**src/rtl/painterengine_gpu_video_pkg.sv**
```systemverilog
// painterengine_gpu_video_pkg
// Shared types for the video timing generator: the four-phase enum used by
// both axes, the 12-bit coordinate type, default 640x480@60 timing and the
// colour-bar lookup used by the optional test pattern.
package painterengine_gpu_video_pkg;

    localparam int COORD_W         = 12;
    localparam int COORD_MAX_TOTAL = 4096;

    typedef logic [COORD_W-1:0] coord_t;

    typedef enum logic [1:0] {
        PH_ACTIVE = 2'd0,
        PH_FRONT  = 2'd1,
        PH_SYNC   = 2'd2,
        PH_BACK   = 2'd3
    } phase_t;

    // 640x480@60 defaults.
    localparam int   DEF_H_ACTIVE  = 640;
    localparam int   DEF_H_FP      = 16;
    localparam int   DEF_H_SYNC    = 96;
    localparam int   DEF_H_BP      = 48;
    localparam int   DEF_V_ACTIVE  = 480;
    localparam int   DEF_V_FP      = 10;
    localparam int   DEF_V_SYNC    = 2;
    localparam int   DEF_V_BP      = 33;
    localparam logic DEF_HSYNC_POL = 1'b0;
    localparam logic DEF_VSYNC_POL = 1'b0;

    // Eight vertical bars, left to right.
    function automatic logic [23:0] bar_colour(input logic [2:0] bar);
        logic [23:0] colour;
        case (bar)
            3'd0:    colour = 24'hFFFFFF;  // white
            3'd1:    colour = 24'hFFFF00;  // yellow
            3'd2:    colour = 24'h00FFFF;  // cyan
            3'd3:    colour = 24'h00FF00;  // green
            3'd4:    colour = 24'hFF00FF;  // magenta
            3'd5:    colour = 24'hFF0000;  // red
            3'd6:    colour = 24'h0000FF;  // blue
            3'd7:    colour = 24'h000000;  // black
            default: colour = 24'h000000;
        endcase
        return colour;
    endfunction

endpackage

```
**src/rtl/painterengine_gpu_timing_axis.sv**
```systemverilog
// painterengine_gpu_timing_axis
// One timing axis: a position counter 0..TOTAL-1 plus a phase FSM walking
// ACTIVE -> FRONT -> SYNC -> BACK. Moves one step per cycle with advance=1;
// clear returns it to position 0 / ACTIVE and wins over advance. wrap flags
// the step that leaves the last BACK position.
module painterengine_gpu_timing_axis
    import painterengine_gpu_video_pkg::*;
#(
    parameter int ACTIVE_LEN = DEF_H_ACTIVE,
    parameter int FRONT_LEN  = DEF_H_FP,
    parameter int SYNC_LEN   = DEF_H_SYNC,
    parameter int BACK_LEN   = DEF_H_BP
) (
    input  logic   clk,
    input  logic   rst,
    input  logic   clear,
    input  logic   advance,
    output coord_t count,
    output phase_t phase,
    output logic   wrap
);

    localparam int TOTAL = ACTIVE_LEN + FRONT_LEN + SYNC_LEN + BACK_LEN;

    // Last position of each phase.
    localparam coord_t LAST_ACTIVE = coord_t'(ACTIVE_LEN - 1);
    localparam coord_t LAST_FRONT  = coord_t'(ACTIVE_LEN + FRONT_LEN - 1);
    localparam coord_t LAST_SYNC   = coord_t'(ACTIVE_LEN + FRONT_LEN + SYNC_LEN - 1);
    localparam coord_t LAST_BACK   = coord_t'(TOTAL - 1);

    // A zero-length phase would make two boundaries coincide; a total above
    // 4096 cannot be held in a 12-bit position.
    generate
        if (ACTIVE_LEN < 1 || FRONT_LEN < 1 || SYNC_LEN < 1 || BACK_LEN < 1) begin : g_bad_len
            $error("painterengine_gpu_timing_axis: every phase length must be at least 1");
        end
        if (TOTAL > COORD_MAX_TOTAL) begin : g_bad_total
            $error("painterengine_gpu_timing_axis: total length exceeds 4096");
        end
    endgenerate

    phase_t phase_r;
    phase_t phase_s;
    coord_t count_r;
    coord_t count_s;

    // State register: phase and position.
    always_ff @(posedge clk or posedge rst) begin
        if (rst) begin
            phase_r <= PH_ACTIVE;
            count_r <= 12'd0;
        end else begin
            phase_r <= phase_s;
            count_r <= count_s;
        end
    end

    // Next state: clear, step, or hold; phase changes on its last position.
    always_comb begin
        phase_s = phase_r;
        count_s = count_r;
        if (clear) begin
            phase_s = PH_ACTIVE;
            count_s = 12'd0;
        end else if (advance) begin
            if (count_r == LAST_BACK) begin
                count_s = 12'd0;
            end else begin
                count_s = count_r + 12'd1;
            end
            case (phase_r)
                PH_ACTIVE: begin
                    if (count_r == LAST_ACTIVE) phase_s = PH_FRONT;
                    else                        phase_s = PH_ACTIVE;
                end
                PH_FRONT: begin
                    if (count_r == LAST_FRONT) phase_s = PH_SYNC;
                    else                       phase_s = PH_FRONT;
                end
                PH_SYNC: begin
                    if (count_r == LAST_SYNC) phase_s = PH_BACK;
                    else                      phase_s = PH_SYNC;
                end
                PH_BACK: begin
                    if (count_r == LAST_BACK) phase_s = PH_ACTIVE;
                    else                      phase_s = PH_BACK;
                end
                default: phase_s = PH_ACTIVE;
            endcase
        end else begin
            phase_s = phase_r;
            count_s = count_r;
        end
    end

    // Outputs: current position/phase and the wrap strobe of this step.
    always_comb begin
        count = count_r;
        phase = phase_r;
        wrap  = advance && !clear && (phase_r == PH_BACK) && (count_r == LAST_BACK);
    end

endmodule

```
**src/rtl/painterengine_gpu_video_timing.sv**
```systemverilog
// painterengine_gpu_video_timing
// Video timing generator on the 5x pixel clock. Each pixel strobe shows the
// current (h, v) position on the registered outputs and then advances h; v
// advances when h wraps. A strobe that samples enable=0 parks the counters at
// (0,0) and drives idle outputs.
// Optional feature macro: VTG_TEST_PATTERN_EN (colour bars on o_wire_rgb).
module painterengine_gpu_video_timing
    import painterengine_gpu_video_pkg::*;
#(
    parameter int   H_ACTIVE  = DEF_H_ACTIVE,
    parameter int   H_FP      = DEF_H_FP,
    parameter int   H_SYNC    = DEF_H_SYNC,
    parameter int   H_BP      = DEF_H_BP,
    parameter int   V_ACTIVE  = DEF_V_ACTIVE,
    parameter int   V_FP      = DEF_V_FP,
    parameter int   V_SYNC    = DEF_V_SYNC,
    parameter int   V_BP      = DEF_V_BP,
    parameter logic HSYNC_POL = DEF_HSYNC_POL,
    parameter logic VSYNC_POL = DEF_VSYNC_POL
) (
    input  logic        i_wire_5x_pixel_clock,
    input  logic        i_wire_reset,
    input  logic        i_wire_pixel_clock,
    input  logic        i_wire_enable,
    output logic        o_wire_hsync,
    output logic        o_wire_vsync,
    output logic        o_wire_de,
    output logic [11:0] o_wire_x,
    output logic [11:0] o_wire_y,
    output logic        o_wire_line_start,
    output logic        o_wire_frame_start,
    output logic [23:0] o_wire_rgb
);

    logic clk;
    logic rst;
    assign clk = i_wire_5x_pixel_clock;
    assign rst = i_wire_reset;

    logic   step_s;
    logic   park_s;
    coord_t h_count;
    phase_t h_phase;
    logic   h_wrap;
    coord_t v_count;
    phase_t v_phase;
    logic   unused_v_wrap_s;

    assign step_s = i_wire_pixel_clock && i_wire_enable;
    assign park_s = i_wire_pixel_clock && !i_wire_enable;

    painterengine_gpu_timing_axis #(
        .ACTIVE_LEN (H_ACTIVE),
        .FRONT_LEN  (H_FP),
        .SYNC_LEN   (H_SYNC),
        .BACK_LEN   (H_BP)
    ) u_h_axis (
        .clk     (clk),
        .rst     (rst),
        .clear   (park_s),
        .advance (step_s),
        .count   (h_count),
        .phase   (h_phase),
        .wrap    (h_wrap)
    );

    painterengine_gpu_timing_axis #(
        .ACTIVE_LEN (V_ACTIVE),
        .FRONT_LEN  (V_FP),
        .SYNC_LEN   (V_SYNC),
        .BACK_LEN   (V_BP)
    ) u_v_axis (
        .clk     (clk),
        .rst     (rst),
        .clear   (park_s),
        .advance (h_wrap),
        .count   (v_count),
        .phase   (v_phase),
        .wrap    (unused_v_wrap_s)
    );

    logic active_s;
    logic hsync_s;
    logic vsync_s;
    logic line_start_s;
    logic frame_start_s;

    // Output values for the position about to be shown.
    always_comb begin
        active_s      = (h_phase == PH_ACTIVE) && (v_phase == PH_ACTIVE);
        hsync_s       = (h_phase == PH_SYNC) ? HSYNC_POL : ~HSYNC_POL;
        vsync_s       = (v_phase == PH_SYNC) ? VSYNC_POL : ~VSYNC_POL;
        line_start_s  = (h_count == 12'd0);
        frame_start_s = (h_count == 12'd0) && (v_count == 12'd0);
    end

    logic        hsync_r;
    logic        vsync_r;
    logic        de_r;
    logic [11:0] x_r;
    logic [11:0] y_r;
    logic        line_start_r;
    logic        frame_start_r;

    // Output register: load on an enabled strobe, idle on a disabled strobe,
    // otherwise hold levels and drop the pulses.
    always_ff @(posedge clk or posedge rst) begin
        if (rst) begin
            hsync_r       <= ~HSYNC_POL;
            vsync_r       <= ~VSYNC_POL;
            de_r          <= 1'b0;
            x_r           <= 12'd0;
            y_r           <= 12'd0;
            line_start_r  <= 1'b0;
            frame_start_r <= 1'b0;
        end else if (park_s) begin
            hsync_r       <= ~HSYNC_POL;
            vsync_r       <= ~VSYNC_POL;
            de_r          <= 1'b0;
            x_r           <= 12'd0;
            y_r           <= 12'd0;
            line_start_r  <= 1'b0;
            frame_start_r <= 1'b0;
        end else if (step_s) begin
            hsync_r       <= hsync_s;
            vsync_r       <= vsync_s;
            de_r          <= active_s;
            line_start_r  <= line_start_s;
            frame_start_r <= frame_start_s;
            if (active_s) begin
                x_r <= h_count;
                y_r <= v_count;
            end else begin
                x_r <= x_r;
                y_r <= y_r;
            end
        end else begin
            line_start_r  <= 1'b0;
            frame_start_r <= 1'b0;
        end
    end

    assign o_wire_hsync       = hsync_r;
    assign o_wire_vsync       = vsync_r;
    assign o_wire_de          = de_r;
    assign o_wire_x           = x_r;
    assign o_wire_y           = y_r;
    assign o_wire_line_start  = line_start_r;
    assign o_wire_frame_start = frame_start_r;

`ifdef VTG_TEST_PATTERN_EN
    logic [2:0]  bar_idx_s;
    logic [23:0] rgb_s;
    logic [23:0] rgb_r;

    // Bar colour of the column about to be shown; black during blanking.
    always_comb begin
        bar_idx_s = 3'((int'(h_count) * 32'sd8) / H_ACTIVE);
        if (active_s) begin
            rgb_s = bar_colour(bar_idx_s);
        end else begin
            rgb_s = 24'h000000;
        end
    end

    // Pixel colour register, same timing as de.
    always_ff @(posedge clk or posedge rst) begin
        if (rst) begin
            rgb_r <= 24'h000000;
        end else if (park_s) begin
            rgb_r <= 24'h000000;
        end else if (step_s) begin
            rgb_r <= rgb_s;
        end else begin
            rgb_r <= rgb_r;
        end
    end

    assign o_wire_rgb = rgb_r;
`else
    assign o_wire_rgb = 24'h000000;
`endif

endmodule

```
**config.mk**
```make
export PLATFORM = sky130hd
export DESIGN_NAME = painterengine_gpu_video_timing
export DESIGN_NICKNAME = d
export VERILOG_FILES = /design/src/rtl/painterengine_gpu_video_pkg.sv /design/src/rtl/painterengine_gpu_timing_axis.sv /design/src/rtl/painterengine_gpu_video_timing.sv
export SDC_FILE = /design/constraint.sdc
export NUM_CORES = 1
export LEC_CHECK = 0
export ABC_AREA = 1
export CORE_ASPECT_RATIO = 1.2
export CORE_MARGIN = 3
export CORE_UTILIZATION = 50
export CTS_CLUSTER_SIZE = 24
export DETAILED_ROUTE_END_ITERATION = 7
export HOLD_SLACK_MARGIN = 0.12
export PLACE_DENSITY = 0.81
export SYNTH_ARGS = -nofsm -noshare
export SYNTH_HDL_FRONTEND = slang
export SYNTH_SLANG_ARGS = --single-unit
```
**constraint.sdc**
```tcl
create_clock -name i_wire_5x_pixel_clock -period 4.9 [get_ports i_wire_5x_pixel_clock]
set_input_delay 0.98 -clock i_wire_5x_pixel_clock [delete_from_list [all_inputs] [get_ports i_wire_5x_pixel_clock]]
set_output_delay 0.98 -clock i_wire_5x_pixel_clock [all_outputs]
set_load 0.01 [all_outputs]
```
==> results.toml <==
[outcome]
status = "complete, no violations"

[power]
max-vdd-ir-drop_uv = 167
clkPwrFrac_pct = 44.7
pwr-share-comb_pct = 6.7
power.switching_mw = 0.238
pwr-share-seq_pct = 48.7
swShare_pct = 24.0
leakage_nw = 1.70
internal_power_mw = 0.754
power_density_nw_per_um2 = 273

[synthesis]
synth_area_um2 = 3160
yosysWarnings = 0
ys_seq_area_share_pct = 45.2
synth-seq-cells = 57
synth_cells = 405
synth_cell_types = 26
syn_avg_cell_area_um2 = 7.81

[critical_path]
cp_max_fo = 25
r2r_cells = 4
regToRegStartpoint = "u_v_axis.phase[1]$_DFFE_PP0P_"
arrival_ns = 3.33
critPathKind = "in2reg"
cp_slowest_cell = "clkdlybuf4s50_1"
ff2ff_setup_slack_ns = 2.95
crit_chain = "clkdlybuf4s50_1 > nand2_1 > inv_1 > nand3_1 > o21ai_0"
cp-end-kind = "flip-flop"
r2r-end = "o_wire_x[5]$_DFFE_PP0P_"
worstPathRequired_ns = 5.13
worst_setup_path_start_kind = "primary input"
critical-path-max-stage-delay_ns = 0.93

[timing]
slew_headroom_pct = 42.3
fin_crit_ns = 3.10
setup_viol = 0
skew_ns = 0.00720
hold_viol_final = 0
worst_pin_slew_ns = 0.863
fmax_mhz = 322
period_share_pct = 63.3
grt_setup_unrepaired = "no"
drv_slew = 0
setup_tns_ns = 0

[die]
die_area_um2 = 7320
ioPinCount = 57
core_um2 = 6090
die_w_um = 78.6
rows = 31
dieHeight_um = 93.1
start_util_pct = 51.9

[grt]
grt_max_degree = 58
track_usage_pct = 21.8
grt_pass1_vias = 2787
antenna_found_initial = 0
overflow = 0
grt_pass1_wl_um = 12500

[routing]
ant_nets = 0
vias = 2849
drc = 0
first_iter_violations = 209
wl_per_cell_um = 14.2
dr.pass1.iters = 5
wl_um = 7400
vias_per_cell = 5.47

[clock_tree]
clockBufferDepth = 2
insertion_delay_ns = 0.34
postCtsHoldBufs = 0
h-tree-depth = 3
cts_buffers = 9
clk_pin_slew_ns = 0.06
clock_sinks = 57
tritoncts = "yes"
cts_resized = 0
cts-root-buf = "clkbuf_8"
post_cts_buffers = 0

[worst_hold_path]
worstHoldPathCells = 2
holdCritStartpoint = "o_wire_vsync$_DFFE_PP1P_"
worstHoldPathType = "reg2reg"
min_to = "o_wire_vsync$_DFFE_PP1P_"

[placement]
globalplace.congestion = 0.939
post-dp-hpwl_um = 5290
dpl.cell_count = 506
numPortBuffers = 32

[cells_and_area]
layout.nets = 444
nFillCells = 574
area_growth_pct = 14.8
instances_no_fill = 521
drive_gt1_share_pct = 6.15
num_antenna_cells = 0

[flow_run]
drv_cap = 0
==> Yosys cell counts <==
cell type | number | area [µm²]
o22ai_1 | 6 | 37.5
buf_4 | 24 | 180
nor2_2 | 2 | 12.5
nor2_1 | 37 | 139
a21oi_1 | 2 | 10.0
nand3_1 | 58 | 290
ha_1 | 5 | 62.6
nand2_2 | 5 | 31.3
and2_1 | 1 | 6.26
buf_1 | 1 | 3.75
nand2_1 | 67 | 251
nor3_1 | 7 | 35.0
o21ai_0 | 43 | 215
inv_1 | 46 | 173
xnor2_1 | 1 | 8.76
conb_1 | 1 | 3.75
nand4_1 | 18 | 113
buf_2 | 5 | 25.0
xor2_1 | 7 | 61.3
buf_6 | 1 | 11.3
o211ai_1 | 1 | 7.51
clkbuf_1 | 6 | 22.5
dfrtp_1 | 55 | 1380
nor2_4 | 2 | 22.5
o21ai_1 | 2 | 10.0
dfstp_2 | 2 | 52.6
==> layout by cell type (no fill, tap or decap), drive strengths merged <==
master         netlist  final
xor2                 7      7
nor2                41     41
clkdlybuf4s50        0     32
o211ai               1      1
clkbuf               6     12
bufinv               0      1
nand4               18     18
xnor2                1      1
conb                 1     24
ha                   5      5
nand2               72     72
inv                 46     46
o21ai               45     45
o22ai                6      6
nor3                 7      7
and2                 1      1
dfstp                2      2
clkinv               0      2
buf                 31      1
a21oi                2      2
dfrtp               55     55
nand3               58     58
==> power groups by stage <==
| stage | Combinational, mW | Sequential [mW] | Clock, mW |
|---|---|---|---|
| after floorplan | 0.0577 | 0.493 | 0 |
| after global placement | 0.0651 | 0.491 | 0 |
| after detailed placement | 0.0666 | 0.491 | 0 |
| after CTS | 0.0667 | 0.483 | 0.444 |
| after global routing | 0.0742 | 0.484 | 0.470 |
| final | 0.0661 | 0.483 | 0.443 |
==> critical path: cells and delay by family <==
| family | cells | cell delay, ns |
|---|---|---|
| buf+inv | 2 | 1.14 |
| simple gates | 2 | 0.78 |
| compound gates | 1 | 0.42 |
==> routing by layer <==
metal | wire length [µm] | GRT usage (%)
met5 | 0 | 0
met4 | 215 | 11.8
met3 | 371 | 3.47
met2 | 3930 | 38.6
met1 | 2890 | 24.9
==> state kept, by name (all words and copies together), names as in the netlist, 2 cells and up <==
register and cells:
u_v_axis.phase 2, u_h_axis.phase 2, u_v_axis.count 12, o_wire_x 12, u_h_axis.count 12, o_wire_y 12
==> cells by family (layout without fill, tap and decap cells) <==
kind of cell,count (synthesis),in the layout,share of synthesized area [%]
adder cells (fa/ha/maj),5,5,1.98
buffers and inverters,83,94,13.1
other,1,24,0.119
AO/OA/AOI/OAI,54,54,8.86
flip-flops,57,57,45.2
AND/OR/NAND/NOR,197,197,28.5
XOR/XNOR,8,8,2.22
==> area by class of cell <==
type                    instances  area, µm²  share of cell area, %
well taps                      82        103                   2.83
multi-input cells             288       1400                   38.7
inverters                      46        173                   4.76
repair buffers                 33        328                   9.03
clock inverters                 3       40.0                   1.10
clock buffers                  12        155                   4.27
flip-flops and latches         57       1430                   39.4
==> per-stage QoR <==
step	cell area, µm²	hold WS [ns]	worst slack (ns)	util (%)	total power [mW]
after detailed placement	3440	0.487	1.43	56.4	0.558
after CTS	3630	0.498	1.78	59.6	0.994
after global placement	3440	0.473	1.55	56.4	0.556
final	3630	0.495	1.80	59.6	0.992
after global routing	3630	0.526	1.52	59.6	1.03
after floorplan	3250	0.491	2.52	-	0.550
==> how the worst max path moves through the flow <==
stage | from | to | slack, ns | cells after the start
final | i_wire_pixel_clock | o_wire_x[2]$_DFFE_PP0P_ | 1.80 | 5
after CTS | i_wire_pixel_clock | o_wire_y[4]$_DFFE_PP0P_ | 1.78 | 5
after detailed placement | i_wire_pixel_clock | o_wire_y[4]$_DFFE_PP0P_ | 1.43 | 5
after floorplan | i_wire_reset | o_wire_de$_DFFE_PP0P_ | 2.52 | 1
after global routing | i_wire_pixel_clock | o_wire_y[5]$_DFFE_PP0P_ | 1.52 | 5
after global placement | i_wire_pixel_clock | o_wire_y[10]$_DFFE_PP0P_ | 1.55 | 5
Note: power is estimated with default switching activity, not from simulation.
